===== src/rtl/uart_mcu_host.sv =====
// uart_mcu_host: one-at-a-time command initiator that sends opcode/data bytes to a UART byte transmitter and collects read responses
// Ports:
//   sys_clk, sys_rst_n            clock (rising edge), asynchronous active-low reset
//   cmd_valid, cmd_ready          command handshake, accepted on cmd_valid & cmd_ready
//   cmd_op, cmd_data              opcode and write data byte
//   rsp_valid, rsp_data, rsp_last one pulse per response byte; rsp_last marks the final one
//   done, err                     completion pulse; err=1 marks a response timeout
//   uart_send, uart_data_w        transmit strobe and byte to the byte transmitter
//   uart_rec, uart_data_r         receive-complete level and received byte from the byte receiver
module uart_mcu_host #(
  parameter int BYTE_GAP    = 3000,
  parameter int RSP_TIMEOUT = 1000000,
  parameter int BURST_LEN   = 512
) (
  input  logic       sys_clk,
  input  logic       sys_rst_n,
  input  logic       cmd_valid,
  input  logic [7:0] cmd_op,
  input  logic [7:0] cmd_data,
  output logic       cmd_ready,
  output logic       rsp_valid,
  output logic [7:0] rsp_data,
  output logic       rsp_last,
  output logic       done,
  output logic       err,
  output logic       uart_send,
  output logic [7:0] uart_data_w,
  input  logic       uart_rec,
  input  logic [7:0] uart_data_r
);
  localparam int GW = $clog2(BYTE_GAP + 1);
  localparam int TW = $clog2(RSP_TIMEOUT + 1);
  localparam int BW = $clog2(BURST_LEN + 1);
  typedef enum logic [2:0] {
    S_IDLE, S_SEND_OP, S_GAP_OP, S_SEND_DATA, S_GAP_DATA, S_WAIT_RSP, S_FINISH
  } state_t;
  typedef enum logic [1:0] {C_NONE, C_WR1, C_RD1, C_RDB} cls_t;
  state_t        state, state_n;
  cls_t          cls;
  logic [7:0]    data;
  logic [GW-1:0] gap_cnt;
  logic [TW-1:0] tmo_cnt;
  logic [BW-1:0] byte_cnt;
  logic          uart_rec_last, rx, accept, in_gap, gap_end, tmo_end, last_byte, take, timeout;
  function automatic cls_t decode(input logic [7:0] op);
    return (op[7:3] == 5'h06 || op[7:3] == 5'h08) ? C_WR1 :
           (op[7:3] == 5'h04 || op[7:3] == 5'h0A) ? C_RD1 :
           (op == 8'hA3)                          ? C_RDB : C_NONE;
  endfunction
  assign rx        = uart_rec & ~uart_rec_last;
  assign accept    = (state == S_IDLE) & cmd_valid;
  assign in_gap    = (state == S_GAP_OP) || (state == S_GAP_DATA);
  assign gap_end   = gap_cnt == GW'(BYTE_GAP - 1);
  assign tmo_end   = tmo_cnt == TW'(RSP_TIMEOUT - 1);
  assign last_byte = byte_cnt == ((cls == C_RDB) ? BW'(BURST_LEN - 1) : BW'(0));
  assign take      = (state == S_WAIT_RSP) & rx;
  // a byte arriving on the timeout compare cycle wins over the timeout
  assign timeout   = (state == S_WAIT_RSP) & ~rx & tmo_end;
  always_ff @(posedge sys_clk or negedge sys_rst_n)
    if (!sys_rst_n) state <= S_IDLE;
    else state <= state_n;
  always_comb begin
    state_n   = state;
    cmd_ready = 1'b0;
    uart_send = 1'b0;
    done      = 1'b0;
    case (state)
      S_IDLE: begin
        // held low while reset is asserted so every output reads 0 in reset
        cmd_ready = sys_rst_n;
        state_n   = cmd_valid ? S_SEND_OP : S_IDLE;
      end
      S_SEND_OP: begin
        uart_send = 1'b1;
        state_n   = S_GAP_OP;
      end
      S_GAP_OP:
        state_n = !gap_end ? S_GAP_OP :
                  (cls == C_WR1) ? S_SEND_DATA :
                  (cls == C_NONE) ? S_FINISH : S_WAIT_RSP;
      S_SEND_DATA: begin
        uart_send = 1'b1;
        state_n   = S_GAP_DATA;
      end
      S_GAP_DATA: state_n = gap_end ? S_FINISH : S_GAP_DATA;
      S_WAIT_RSP: state_n = ((take & last_byte) | timeout) ? S_FINISH : S_WAIT_RSP;
      S_FINISH: begin
        done    = 1'b1;
        state_n = S_IDLE;
      end
      default: state_n = S_IDLE;
    endcase
  end
  always_ff @(posedge sys_clk or negedge sys_rst_n)
    if (!sys_rst_n) begin
      uart_rec_last <= 1'b0;
      cls           <= C_NONE;
      data          <= 8'h00;
      gap_cnt       <= '0;
      tmo_cnt       <= '0;
      byte_cnt      <= '0;
      rsp_valid     <= 1'b0;
      rsp_data      <= 8'h00;
      rsp_last      <= 1'b0;
      err           <= 1'b0;
      uart_data_w   <= 8'h00;
    end else begin
      uart_rec_last <= uart_rec;
      rsp_valid     <= take;
      rsp_last      <= take & last_byte;
      gap_cnt       <= (in_gap && !gap_end) ? gap_cnt + 1'b1 : '0;
      // zero outside WAIT_RSP, so the count restarts on entry and after every byte
      tmo_cnt       <= (state == S_WAIT_RSP && !rx && !tmo_end) ? tmo_cnt + 1'b1 : '0;
      if (accept) begin
        cls         <= decode(cmd_op);
        data        <= cmd_data;
        uart_data_w <= cmd_op;
        byte_cnt    <= '0;
        err         <= 1'b0;
      end
      if (state == S_GAP_OP && gap_end && cls == C_WR1) uart_data_w <= data;
      if (take) begin
        rsp_data <= uart_data_r;
        byte_cnt <= byte_cnt + 1'b1;
      end
      if (timeout) err <= 1'b1;
    end
endmodule


===== config.mk =====
export PLATFORM = sky130hd
export DESIGN_NAME = uart_mcu_host
export DESIGN_NICKNAME = d
export VERILOG_FILES = /design/src/rtl/uart_mcu_host.sv
export SDC_FILE = /design/constraint.sdc
export NUM_CORES = 1
export LEC_CHECK = 0
export CORE_MARGIN = 4
export CORE_UTILIZATION = 37
export DETAILED_ROUTE_END_ITERATION = 6
export HOLD_SLACK_MARGIN = 0.08
export RECOVER_POWER = 100
export SYNTH_ARGS = -nofsm -noshare
export SYNTH_HDL_FRONTEND = slang
export SYNTH_SLANG_ARGS = --single-unit

===== constraint.sdc =====
create_clock -name sys_clk -period 2.3 [get_ports sys_clk]
set_input_delay 0.46 -clock sys_clk [delete_from_list [all_inputs] [get_ports sys_clk]]
set_output_delay 0.46 -clock sys_clk [all_outputs]
set_load 0.01 [all_outputs]

==> run_results.csv, run 1 <==
group,metric,value,unit
outcome,violations,"capacitance limit, slew limit",
synthesis,synth_top_area_share,52.3,%
timing,fmax,0.454,GHz
global_route,grt_max_degree,76,
global_route,grt_overflow_total,0,
global_route,grt_pass1_vias,2678,
final_layout,fillers,911,
final_layout,final_nets,461,
critical_path,max_stage_delay,530,ps
critical_path,slowest_stage,"clkdlybuf4s50_1",
global_route,busiest_layer,"met2",
synthesis,synthesis.nets,405,
drt,wirelength,7580,µm
critical_path,critPathTopFamily,"buffers and inverters",
floorplan,rows,35,
floorplan,coreArea,9330,µm²
timing,finClkSkew,12.7,ps
drt,first_iter_violations,110,
place,port-buffer-count,49,
power_and_ir_drop,power.total,3.80,mW
cts,cts_tree,"done",
floorplan,die_h,106,µm
floorplan,dieWidth,106,µm
synthesis,synth.area.top_cells,"dfrtp_1 (52%), nand2_1 (7.3%), xnor2_1 (4.4%), nor2_1 (3.7%), o21ai_0 (2.1%)",
synthesis,async_reset_ff_share,100,%
flow_run,cap_violations,1,
synthesis,synth_flop_cell,"dfrtp_1",
power_and_ir_drop,p_int,2.61,mW
place,dpl_cell_area,4250,µm²
drt,drt-wirelength-per-cell,13.5,µm
power_and_ir_drop,comb_power_share,28.9,%
timing,hold_viol_final,0,
floorplan,start_util,38.4,%
cts,cts_root_buffer,"clkbuf_8",
cts,clock_latency,350,ps
cts,clkSinkCount,75,
timing,drv_slew,76,
worst_hold_path,holdCritPathClass,"flop to flop",
timing,worst_slew_pin_slew,1800,ps
critical_path,critPathKind,"flop to output port",
final_layout,diodes,0,
power_and_ir_drop,ir_drop,0.343,mV
power_and_ir_drop,power_density,859,nW/µm²
critical_path,reg2reg_slack,140,ps
floorplan,ios,50,
critical_path,crit_chain,"nor3_2 > and2_0 > clkdlybuf4s50_1",
place,dp.final_hpwl,5230,µm
final_layout,design_area,4430,µm²
timing,fin_crit_sh,95.8,%
power_and_ir_drop,p_sw,1.20,mW
global_route,grtUsageMet3,3.83,%
synthesis,netlist_area,3590,µm²
synthesis,ys_ff_latch,75,
cts,htreeDepth,3,
cts,cts-buffers-inserted,9,
drt,drc,0,
drt,drt-pass1-iter-count,4,
cts,path_clk_slew,80,ps
timing,timing.hold.ws,462,ps
critical_path,critPathBufInv,1,
global_route,grt_usage,14.1,%
place,gp_congestion,0.806,
timing,fin_tns_setup,0,ps
synthesis,ys_seq_area_share,52.3,%
power_and_ir_drop,clock_power_share,25.4,%
global_route,use_met1,18.8,%
global_route,grtUsageMet2,21.9,%
synthesis,synth-edff-count,0,
drt,drt.antenna.violating_nets,0,
timing,timing.slew.headroom,-19.9,%
global_route,antenna_found_initial,0,
final_layout,syn_to_final_growth,23.4,%
power_and_ir_drop,leakagePower,1.84,nW
power_and_ir_drop,seq_power_share,45.7,%
drt,vias,2874,
outcome,status,"complete, but fails checks",
timing,final-setup-viol-count,0,
synthesis,yosysUniqueCellTypes,49,
floorplan,die_area,11300,µm²
power_and_ir_drop,p_sw_share,31.5,%
critical_path,crit_required,1840,ps
synthesis,synth_top_area_cell,"dfrtp_1",
timing,fin_crit,2200,ps
global_route,grt_pass1_wl,13000,µm
drt,avgViaCountPerCell,5.10,
critical_path,worstPathArrival,1740,ps
final_layout,drive_above_1_share,7.83,%
critical_path,crit_fanout,6,
synthesis,synth_cells,374,
synthesis,synth_area_per_cell,9.59,µm²
timing,rsz0062_at_grt,"false",
cts,clockBufferDepth,2,
critical_path,crit_path_end_kind,"output port",
critical_path,crit_path_start_kind,"flop",
synthesis,yosysWarnings,0,
==> what timing repair did <==
action,in CTS,in global routing
endpoints found under the setup margin,1,5
gates resized for setup,1,1
hold buffers,0,0
buffers inserted,0,0
==> synthesized netlist by cell type (10+ instances only) <==
cell type / instances
a21oi_1: 12
and2_1: 10
dfrtp_1: 75
inv_1: 12
nand2_1: 70
nand3_1: 10
nor2_1: 35
nor3_1: 12
o21ai_0: 15
o31ai_1: 10
xnor2_1: 18
==> state kept, by name, indices dropped and copies added (netlist names) <==
signal         count
rsp_data           8
gap_cnt           12
data               8
err                1
rsp_last           1
byte_cnt          10
tmo_cnt           20
cls                2
state              3
rsp_valid          1
uart_rec_last      1
uart_data_w        8
==> layout make-up <==
cell class	instances	area, µm²	share of cell area [%]
clock buffers	10	128	2.88
clock inverters	5	55.1	1.24
inverters	12	45.0	1.02
multi-input cells	273	1610	36.3
flip-flops and latches	75	1880	42.4
well taps	129	161	3.65
repair buffers	59	554	12.5
==> kinds of logic (layout without fill, tap and decap cells) <==
logic type | after synthesis | in the layout | synth area share [%]
AOI/OAI and AO/OA | 56 | 56 | 10.8
xor gates and xnor gates | 21 | 21 | 5.13
adders and majority gates | 3 | 3 | 1.05
buffers and inverters | 26 | 86 | 2.93
DFF | 75 | 75 | 52.3
muxes | 3 | 3 | 0.837
and+or+nand+nor | 190 | 190 | 26.9
==> cell usage in the layout (no fill, tap or decap), types with 10 or more instances in the layout <==
cell / synthesis / routed
a21oi_1: 12 / 12
clkdlybuf4s50_1: 0 / 27
dfrtp_1: 75 / 75
dlygate4sd3_1: 0 / 21
inv_1: 12 / 12
nand2_1: 70 / 70
nand3_1: 10 / 10
nor2_1: 35 / 35
nor3_1: 12 / 11
o21ai_0: 15 / 15
o31ai_1: 10 / 10
xnor2_1: 18 / 18
==> routing by layer <==
| metal | share of wire (%) | up-vias |
|---|---|---|
| met4 | 1.5 | 0 |
| met1 | 48 | 1392 |
| li1 | - | 1418 |
| met2 | 46 | 55 |
| met5 | 0 | - |
| met3 | 4.8 | 9 |
==> stage by stage <==
step           instances  utilization [%]  setup WS [ps]
2_1_floorplan        374                -            289
3_3_place_gp         548             45.6            186
3_5_place_dp         548             45.6            150
4_1_cts              563             47.6           89.1
5_1_grt              563             47.4           10.6
6_report             563             47.4           97.6
==> path summary, 6_finish.rpt <==
check	from	end	depth (start not counted)
worst min register to register	gap_cnt[0]	gap_cnt[0]	1
worst max-delay path	state[1]	cmd_ready	3
worst max register to register	tmo_cnt[0]	tmo_cnt[18]	5
worst min-delay path	gap_cnt[0]	gap_cnt[0]	1
max in group asynchronous	sys_rst_n	tmo_cnt[15]	2
min in group asynchronous	sys_rst_n	byte_cnt[4]	2
==> power by group through the flow <==
stage	registers, mW	logic [mW]	clock network [mW]
global placement	1.77	1.15	0
global route	1.77	1.22	1.06
detailed placement	1.77	1.17	0
CTS	1.75	1.17	1.00
finish	1.74	1.10	0.965
floorplan	1.79	0.566	0
(Power assumes the default switching activity.)
==> run 2: changes to the inputs <==
--- a/config.mk
+++ b/config.mk
@@ -5,6 +5,7 @@
 export SDC_FILE = /design/constraint.sdc
 export NUM_CORES = 1
 export LEC_CHECK = 0
+export CAP_MARGIN = 20
 export CORE_MARGIN = 4
 export CORE_UTILIZATION = 37
 export DETAILED_ROUTE_END_ITERATION = 6
==> results of run 2 <==
The final DEF is identical to that of run 1; final timing and power are the same.
